### config.mk
export PLATFORM = sky130hd
export DESIGN_NAME = multicycle_controller
export DESIGN_NICKNAME = d
export VERILOG_FILES = /design/src/rtl/multicycle_controller.sv
export SDC_FILE = /design/constraint.sdc
export NUM_CORES = 1
export LEC_CHECK = 0
export BUFFER_PORTS_ARGS = -buffer_cell sky130_fd_sc_hd__buf_2
export CORE_MARGIN = 8
export CORE_UTILIZATION = 41
export CTS_BUF_LIST = sky130_fd_sc_hd__clkbuf_4
export CTS_CLUSTER_SIZE = 40
export DETAILED_ROUTE_END_ITERATION = 8
export GPL_TIMING_DRIVEN = 0
export PLACE_DENSITY = 0.88
export SLEW_MARGIN = 10
export SYNTH_ARGS = -nofsm -noshare
export SYNTH_HDL_FRONTEND = slang
export SYNTH_SLANG_ARGS = --single-unit
### constraint.sdc
create_clock -name clk -period 1.25 [get_ports clk]
set_input_delay 0.1875 -clock clk [delete_from_list [all_inputs] [get_ports clk]]
set_output_delay 0.1875 -clock clk [all_outputs]
set_load 0.05 [all_outputs]
### src/rtl/multicycle_controller.sv
// Control FSM for a shared-resource (multicycle) RV32I datapath.
// Sequences lw, sw, R-type, I-type ALU, beq and jal over a single ALU and a
// unified instruction/data memory. Memory accesses are stretched by mem_ready.
module multicycle_controller #(
    parameter int STATE_W = 4
) (
    input  logic               clk,
    input  logic               rst_n,
    input  logic [6:0]         op,
    input  logic               zero,
    input  logic               mem_ready,
    output logic               pcWrite,
    output logic               adrSrc,
    output logic               memWrite,
    output logic               irWrite,
    output logic               regWrite,
    output logic [1:0]         resultSrc,
    output logic [1:0]         aluSrcA,
    output logic [1:0]         aluSrcB,
    output logic [1:0]         immSrc,
    output logic [1:0]         aluOp,
    output logic               illegal,
    output logic [STATE_W-1:0] state
);

    typedef enum logic [STATE_W-1:0] {
        S_FETCH    = STATE_W'(0),
        S_DECODE   = STATE_W'(1),
        S_MEMADR   = STATE_W'(2),
        S_MEMREAD  = STATE_W'(3),
        S_MEMWB    = STATE_W'(4),
        S_MEMWRITE = STATE_W'(5),
        S_EXECUTER = STATE_W'(6),
        S_ALUWB    = STATE_W'(7),
        S_EXECUTEI = STATE_W'(8),
        S_JAL      = STATE_W'(9),
        S_BEQ      = STATE_W'(10)
    } state_e;

    localparam logic [6:0] OP_LW   = 7'b0000011;
    localparam logic [6:0] OP_SW   = 7'b0100011;
    localparam logic [6:0] OP_R    = 7'b0110011;
    localparam logic [6:0] OP_I    = 7'b0010011;
    localparam logic [6:0] OP_JAL  = 7'b1101111;
    localparam logic [6:0] OP_BEQ  = 7'b1100011;

    state_e state_q, state_d;

    // Ungated per-state strobes; the write enables are masked by rst_n below.
    logic pc_update;
    logic branch;
    logic mem_write_c;
    logic ir_write_c;
    logic reg_write_c;
    logic illegal_c;

    // State register: any reset, even mid-instruction, returns to FETCH.
    always_ff @(posedge clk or negedge rst_n) begin
        if (!rst_n) begin
            state_q <= S_FETCH;
        end else begin
            // NOTE: state registers use non-blocking assignment so every flop
            // samples the pre-edge values, independent of block ordering.
            state_q <= state_d;
        end
    end

    // Next-state decode and Moore outputs for the current state.
    always_comb begin
        // NOTE: every signal gets a default first, so no path through the
        // case statement can leave one unassigned and infer a latch.
        state_d     = state_q;
        pc_update   = 1'b0;
        branch      = 1'b0;
        mem_write_c = 1'b0;
        ir_write_c  = 1'b0;
        reg_write_c = 1'b0;
        illegal_c   = 1'b0;
        adrSrc      = 1'b0;
        resultSrc   = 2'b00;
        aluSrcA     = 2'b00;
        aluSrcB     = 2'b00;
        aluOp       = 2'b00;

        case (state_q)
            S_FETCH: begin
                aluSrcB    = 2'b10;
                resultSrc  = 2'b10;
                ir_write_c = mem_ready;
                pc_update  = mem_ready;
                if (mem_ready) state_d = S_DECODE;
            end
            S_DECODE: begin
                aluSrcA = 2'b01;
                aluSrcB = 2'b01;
                case (op)
                    OP_LW, OP_SW: state_d = S_MEMADR;
                    OP_R:         state_d = S_EXECUTER;
                    OP_I:         state_d = S_EXECUTEI;
                    OP_JAL:       state_d = S_JAL;
                    OP_BEQ:       state_d = S_BEQ;
                    default: begin
                        state_d   = S_FETCH;
                        illegal_c = 1'b1;
                    end
                endcase
            end
            S_MEMADR: begin
                aluSrcA = 2'b10;
                aluSrcB = 2'b01;
                state_d = (op == OP_LW) ? S_MEMREAD : S_MEMWRITE;
            end
            S_MEMREAD: begin
                adrSrc = 1'b1;
                if (mem_ready) state_d = S_MEMWB;
            end
            S_MEMWRITE: begin
                adrSrc      = 1'b1;
                mem_write_c = mem_ready;
                if (mem_ready) state_d = S_FETCH;
            end
            S_MEMWB: begin
                resultSrc   = 2'b01;
                reg_write_c = 1'b1;
                state_d     = S_FETCH;
            end
            S_EXECUTER: begin
                aluSrcA = 2'b10;
                aluOp   = 2'b10;
                state_d = S_ALUWB;
            end
            S_EXECUTEI: begin
                aluSrcA = 2'b10;
                aluSrcB = 2'b01;
                aluOp   = 2'b10;
                state_d = S_ALUWB;
            end
            S_ALUWB: begin
                reg_write_c = 1'b1;
                state_d     = S_FETCH;
            end
            S_JAL: begin
                aluSrcA   = 2'b01;
                aluSrcB   = 2'b10;
                pc_update = 1'b1;
                state_d   = S_ALUWB;
            end
            S_BEQ: begin
                aluSrcA = 2'b10;
                aluOp   = 2'b01;
                branch  = 1'b1;
                state_d = S_FETCH;
            end
            default: state_d = S_FETCH;
        endcase
    end

    // Immediate format follows the opcode in every state.
    always_comb begin
        case (op)
            OP_SW:   immSrc = 2'b01;
            OP_BEQ:  immSrc = 2'b10;
            OP_JAL:  immSrc = 2'b11;
            default: immSrc = 2'b00;
        endcase
    end

    // Write enables are masked by rst_n directly so nothing is written while
    // reset is held, even though FETCH would otherwise raise irWrite/pcWrite.
    assign pcWrite  = rst_n & (pc_update | (branch & zero));
    assign irWrite  = rst_n & ir_write_c;
    assign regWrite = rst_n & reg_write_c;
    assign memWrite = rst_n & mem_write_c;
    assign illegal  = rst_n & illegal_c;
    assign state    = state_q;

endmodule
==> results of run 1 <==
==> per-stage QoR <==
step	std cells	hold slack [ns]	cell area, um2	utilization [%]	setup slack [ns]
global placement	132	0.0308	905	68.7	-0.704
detailed placement	132	0.0314	905	68.7	-0.752
floorplan	88	-0.108	741	-	-0.751
==> cells by family after synthesis <==
logic type / share of synthesized area (%)
AOI/OAI and AO/OA: 29.9
adders and majority gates: 1.71
DFF: 17.1
and+or+nand+nor: 41.5
buffers and inverters: 6.84
xor gates and xnor gates: 2.99
==> run_results.csv, run 1 <==
group,metric,value,unit
floorplanning,dieWidth,53.8,um
yosys,seq_area_frac_synth,17.1,%
cts,cts_setup_buffers,21,
yosys,synth-edff-count,0,
floorplanning,fp.dieH,53.8,um
floorplanning,rows,13,
floorplanning,ios,31,
yosys,yosysWarnings,0,
placement,dp_hpwl,1700,um
placement,io_buffers,29,
outcome,stop_stage,"clock tree synthesis",
cts,clockBufferDepth,2,
outcome,error,"[ERROR DPL-0038] Utilization greater than 100%, impossible to legalize",
cts,cts-root-buf,"clkbuf_4",
yosys,synth_most_common_cell,"nor2_1",
cts,cts_buffers,3,
yosys,synth_cell_types,37,
yosys,synthFlopType,"dfrtp_1",
cts,cts.sinks,4,
yosys,synthTopCellsByCount,"nor2_1, nand2_1, a21oi_1, nor3_1, inv_1",
yosys,syn-num-nets,99,
yosys,synth_area_leaders,"dfrtp_1, nor2_1, nand2_1",
placement,gp_congestion,0.976,
yosys,yosysTopAreaCell,"dfrtp_1",
outcome,outcome,"stopped before the end",
cts,cts_resized,66,
cts,cts-htree-levels,1,
yosys,synth_area,586,um2
yosys,synth-seq-cells,4,
cts,postCtsHoldBufs,1,
yosys,synth_top_area_share,17.1,%
yosys,async_flop_share,100,%
floorplanning,start_util,44.4,%
yosys,synth_cells,88,
yosys,avgSynthCellArea,6.65,um2
==> run 2, diff against run 1 <==
--- a/config.mk
+++ b/config.mk
@@ -6,13 +6,11 @@
 export NUM_CORES = 1
 export LEC_CHECK = 0
 export BUFFER_PORTS_ARGS = -buffer_cell sky130_fd_sc_hd__buf_2
-export CORE_MARGIN = 8
-export CORE_UTILIZATION = 41
-export CTS_BUF_LIST = sky130_fd_sc_hd__clkbuf_4
-export CTS_CLUSTER_SIZE = 40
+export CORE_AREA = 8 8 69 71
 export DETAILED_ROUTE_END_ITERATION = 8
+export DIE_AREA = 0 0 77 79
 export GPL_TIMING_DRIVEN = 0
-export PLACE_DENSITY = 0.88
+export PLACE_DENSITY_LB_ADDON = 0.15
 export SLEW_MARGIN = 10
 export SYNTH_ARGS = -nofsm -noshare
 export SYNTH_HDL_FRONTEND = slang
==> constraint.sdc (replaced) <==
create_clock -name clk -period 1.6 [get_ports clk]
set_input_delay 0.24 -clock clk [delete_from_list [all_inputs] [get_ports clk]]
set_output_delay 0.24 -clock clk [all_outputs]
set_load 0.05 [all_outputs]
==> run_results.csv, run 2 <==
group,metric,value,unit
outcome,outcome,"finished, violations left",
outcome,violations,"setup timing",
timing,fin_crit_sh,107,%
detailed_routing,ant_nets,0,
detailed_routing,wl_per_cell,14.0,um
timing,worst_slack,-0.110,ns
cts,cts.sinks,4,
timing,skew,0.00239,ns
detailed_routing,viasPerCell,4.51,
cts,cts_tree,"done",
grt,grt.overflow.total,0,
cts,cts_buffers,3,
placement,dp_hpwl,1880,um
timing,finalSetupViolCount,7,
setup_path,crit_chain,"buf_6, nor2_4, a21oi_2, o21ai_1, and3_4, buf_8",
setup_path,timing.rr.end,"state[2]",
setup_path,ff2ff_setup_slack,0.06,ns
yosys,synth-seq-cells,4,
pwr,power_density,604,nW/um2
setup_path,required,1.36,ns
yosys,avgSynthCellArea,6.65,um2
yosys,synthFlopType,"dfrtp_1",
timing,final.setup.tns,-0.506,ns
pwr,p_leak,0.564,nW
yosys,yosysTopAreaCell,"dfrtp_1",
yosys,syn-num-nets,99,
setup_path,endpoint_kind,"output pin",
yosys,synth-edff-count,0,
grt,antenna_found_initial,0,
grt,grt_usage,8.57,%
job,max_cap_viol_count,0,
cells_and_area,layout.nets,155,
yosys,synth_most_common_cell,"nor2_1",
cells_and_area,final_common_cell,"buf_4",
cts,clockBufferDepth,2,
setup_path,cp_slowest_cell,"dfrtp_2",
setup_path,path_max_fanout,10,
detailed_routing,wirelength,2690,um
detailed_routing,vias,865,
cts,cts-htree-levels,1,
setup_path,critPathArrivalTime,1.47,ns
detailed_routing,firstDrtPassIters,4,
yosys,synth_cells,88,
timing,grt_setup_unrepaired,"true",
pwr,peakVddDrop,0.380,mV
yosys,synthTopCellsByCount,"nor2_1, nand2_1, a21oi_1, nor3_1, inv_1",
floorplanning,dieWidth,77,um
timing,fmax,0.585,GHz
yosys,async_flop_share,100,%
floorplanning,die-area,6080,um2
floorplanning,ios,31,
cells_and_area,final_cell_mix,"buf_4, buf_2, buf_6",
timing,post-route-min-period,1.71,ns
yosys,synth_area_leaders,"dfrtp_1, nor2_1, nand2_1",
hold_path,hp-class,"in2reg",
cells_and_area,largest_reg_flops,4,
placement,pre_cts_slack,-0.439,ns
setup_path,worstReg2RegStart,"state[0]",
yosys,synth_area,586,um2
cts,clock_latency,0.22,ns
yosys,synth_top_area_share,17.1,%
detailed_routing,remaining_drc_errors,0,
grt,grt_pass1_wl,4310,um
yosys,yosysWarnings,0,
cells_and_area,final-seq-area,105,um2
cells_and_area,area_growth,130,%
cts,cts-root-buf,"clkbuf_8",
cells_and_area,antennaDiodeCount,0,
grt,grt_max_degree,11,
placement,gp_congestion,0.762,
cells_and_area,fillCellCount,429,
setup_path,slowest_delay,0.42,ns
floorplanning,rows,23,
cells_and_area,multi_input_area,638,um2
cells_and_area,final_util,35.4,%
detailed_routing,drt_iter0_drc,29,
floorplanning,core,3800,um2
yosys,synth_cell_types,37,
grt,grt_pass1_vias,863,
timing,slew_headroom,66.7,%
placement,io_buffers,29,
yosys,seq_area_frac_synth,17.1,%
setup_path,timing.setup.critical_path_class,"reg2out",
cts,clk_pin_slew,0.03,ns
timing,worst_slew_pin_slew,0.500,ns
timing,maxSlewViolCount,0,
floorplanning,start_util,15.4,%
cells_and_area,drive_above_1_share,67.6,%
setup_path,worstSetupStartpoint,"state[3]",
setup_path,reg2regPathDepth,6,
setup_path,start_kind,"flip-flop",
timing,hold_viol,0,
setup_path,critPathCapture,"pcWrite",
floorplanning,fp.dieH,79,um
[run 2: cell families (layout without fill, tap and decap cells)]
group	count (synthesis)	in the layout	synth area share, %
and+or+nand+nor	46	46	41.5
AOI/OAI and AO/OA	25	25	29.9
buffers and inverters	10	64	6.84
DFF	4	4	17.1
xor gates and xnor gates	2	2	2.99
adders and majority gates	1	1	1.71
[run 2: critical path: cells and delay by family, from the launching register on]
family / cells / cell delay [ns]
AOI/OAI and AO/OA: 2 / 0.23
buffers and inverters: 2 / 0.30
DFF: 1 / 0.42
and+or+nand+nor: 2 / 0.31
[run 2: timing repair]
| item | CTS | global route |
|---|---|---|
| buffers inserted | 11 | 10 |
| gates resized for setup | 40 | 25 |
| pin swaps | 4 | 12 |
| endpoints found under the hold margin | 4 | 0 |
| endpoints found under the setup margin | 15 | 15 |
| hold buffers | 1 | 0 |
[run 2: routing by layer]
| layer | vias to the layer above | wire length [um] | global-route usage, % |
|---|---|---|---|
| li1 | 434 | - | - |
| met1 | 397 | 1250 | 10.6 |
| met2 | 32 | 1250 | 13.8 |
| met3 | 2 | 161 | 2.82 |
| met4 | 0 | 27 | 2.83 |
| met5 | - | 0 | 0 |
[run 2: through the flow]
stage	hold slack (ns)	power (W)	instances	instance area, um2
after floorplan	-0.0556	0.000373	88	699
after global placement	0.0993	0.000457	167	907
after detailed placement	0.0975	0.000458	167	907
after CTS	0.510	0.000756	182	1200
after global routing	0.532	0.000855	192	1350
final	0.513	0.000812	192	1350
[run 2: final cells by class]
type | count | area share [%]
sequential | 4 | 7.81
timing repair buffer | 51 | 31.7
inverter | 5 | 1.67
buffer | 5 | 3.63
clock buffer | 3 | 3.07
multi-input combinational | 74 | 47.4
tap | 50 | 4.65
[run 2: worst min path at each step]
stage | from | end | slack [ns] | cells past startpoint
detailed placement | rst_n | state[0] | 0.1 | 1
CTS | rst_n | state[0] | 0.51 | 2
finish | op[4] | state[2] | 0.51 | 3
global route | op[4] | state[2] | 0.53 | 3
floorplan | rst_n | state[0] | -0.06 | 0
global placement | rst_n | state[0] | 0.1 | 1
[run 2: report_power, final]
part           total [W]  leakage, nW  switching [W]  internal (W)
Combinational   0.000484        0.495       0.000286      0.000198
Sequential      0.000117       0.0480     0.00000797      0.000109
Clock           0.000211       0.0216      0.0000508      0.000160
Total           0.000812        0.564       0.000345      0.000467
Note: power is estimated with default switching activity, not from simulation.
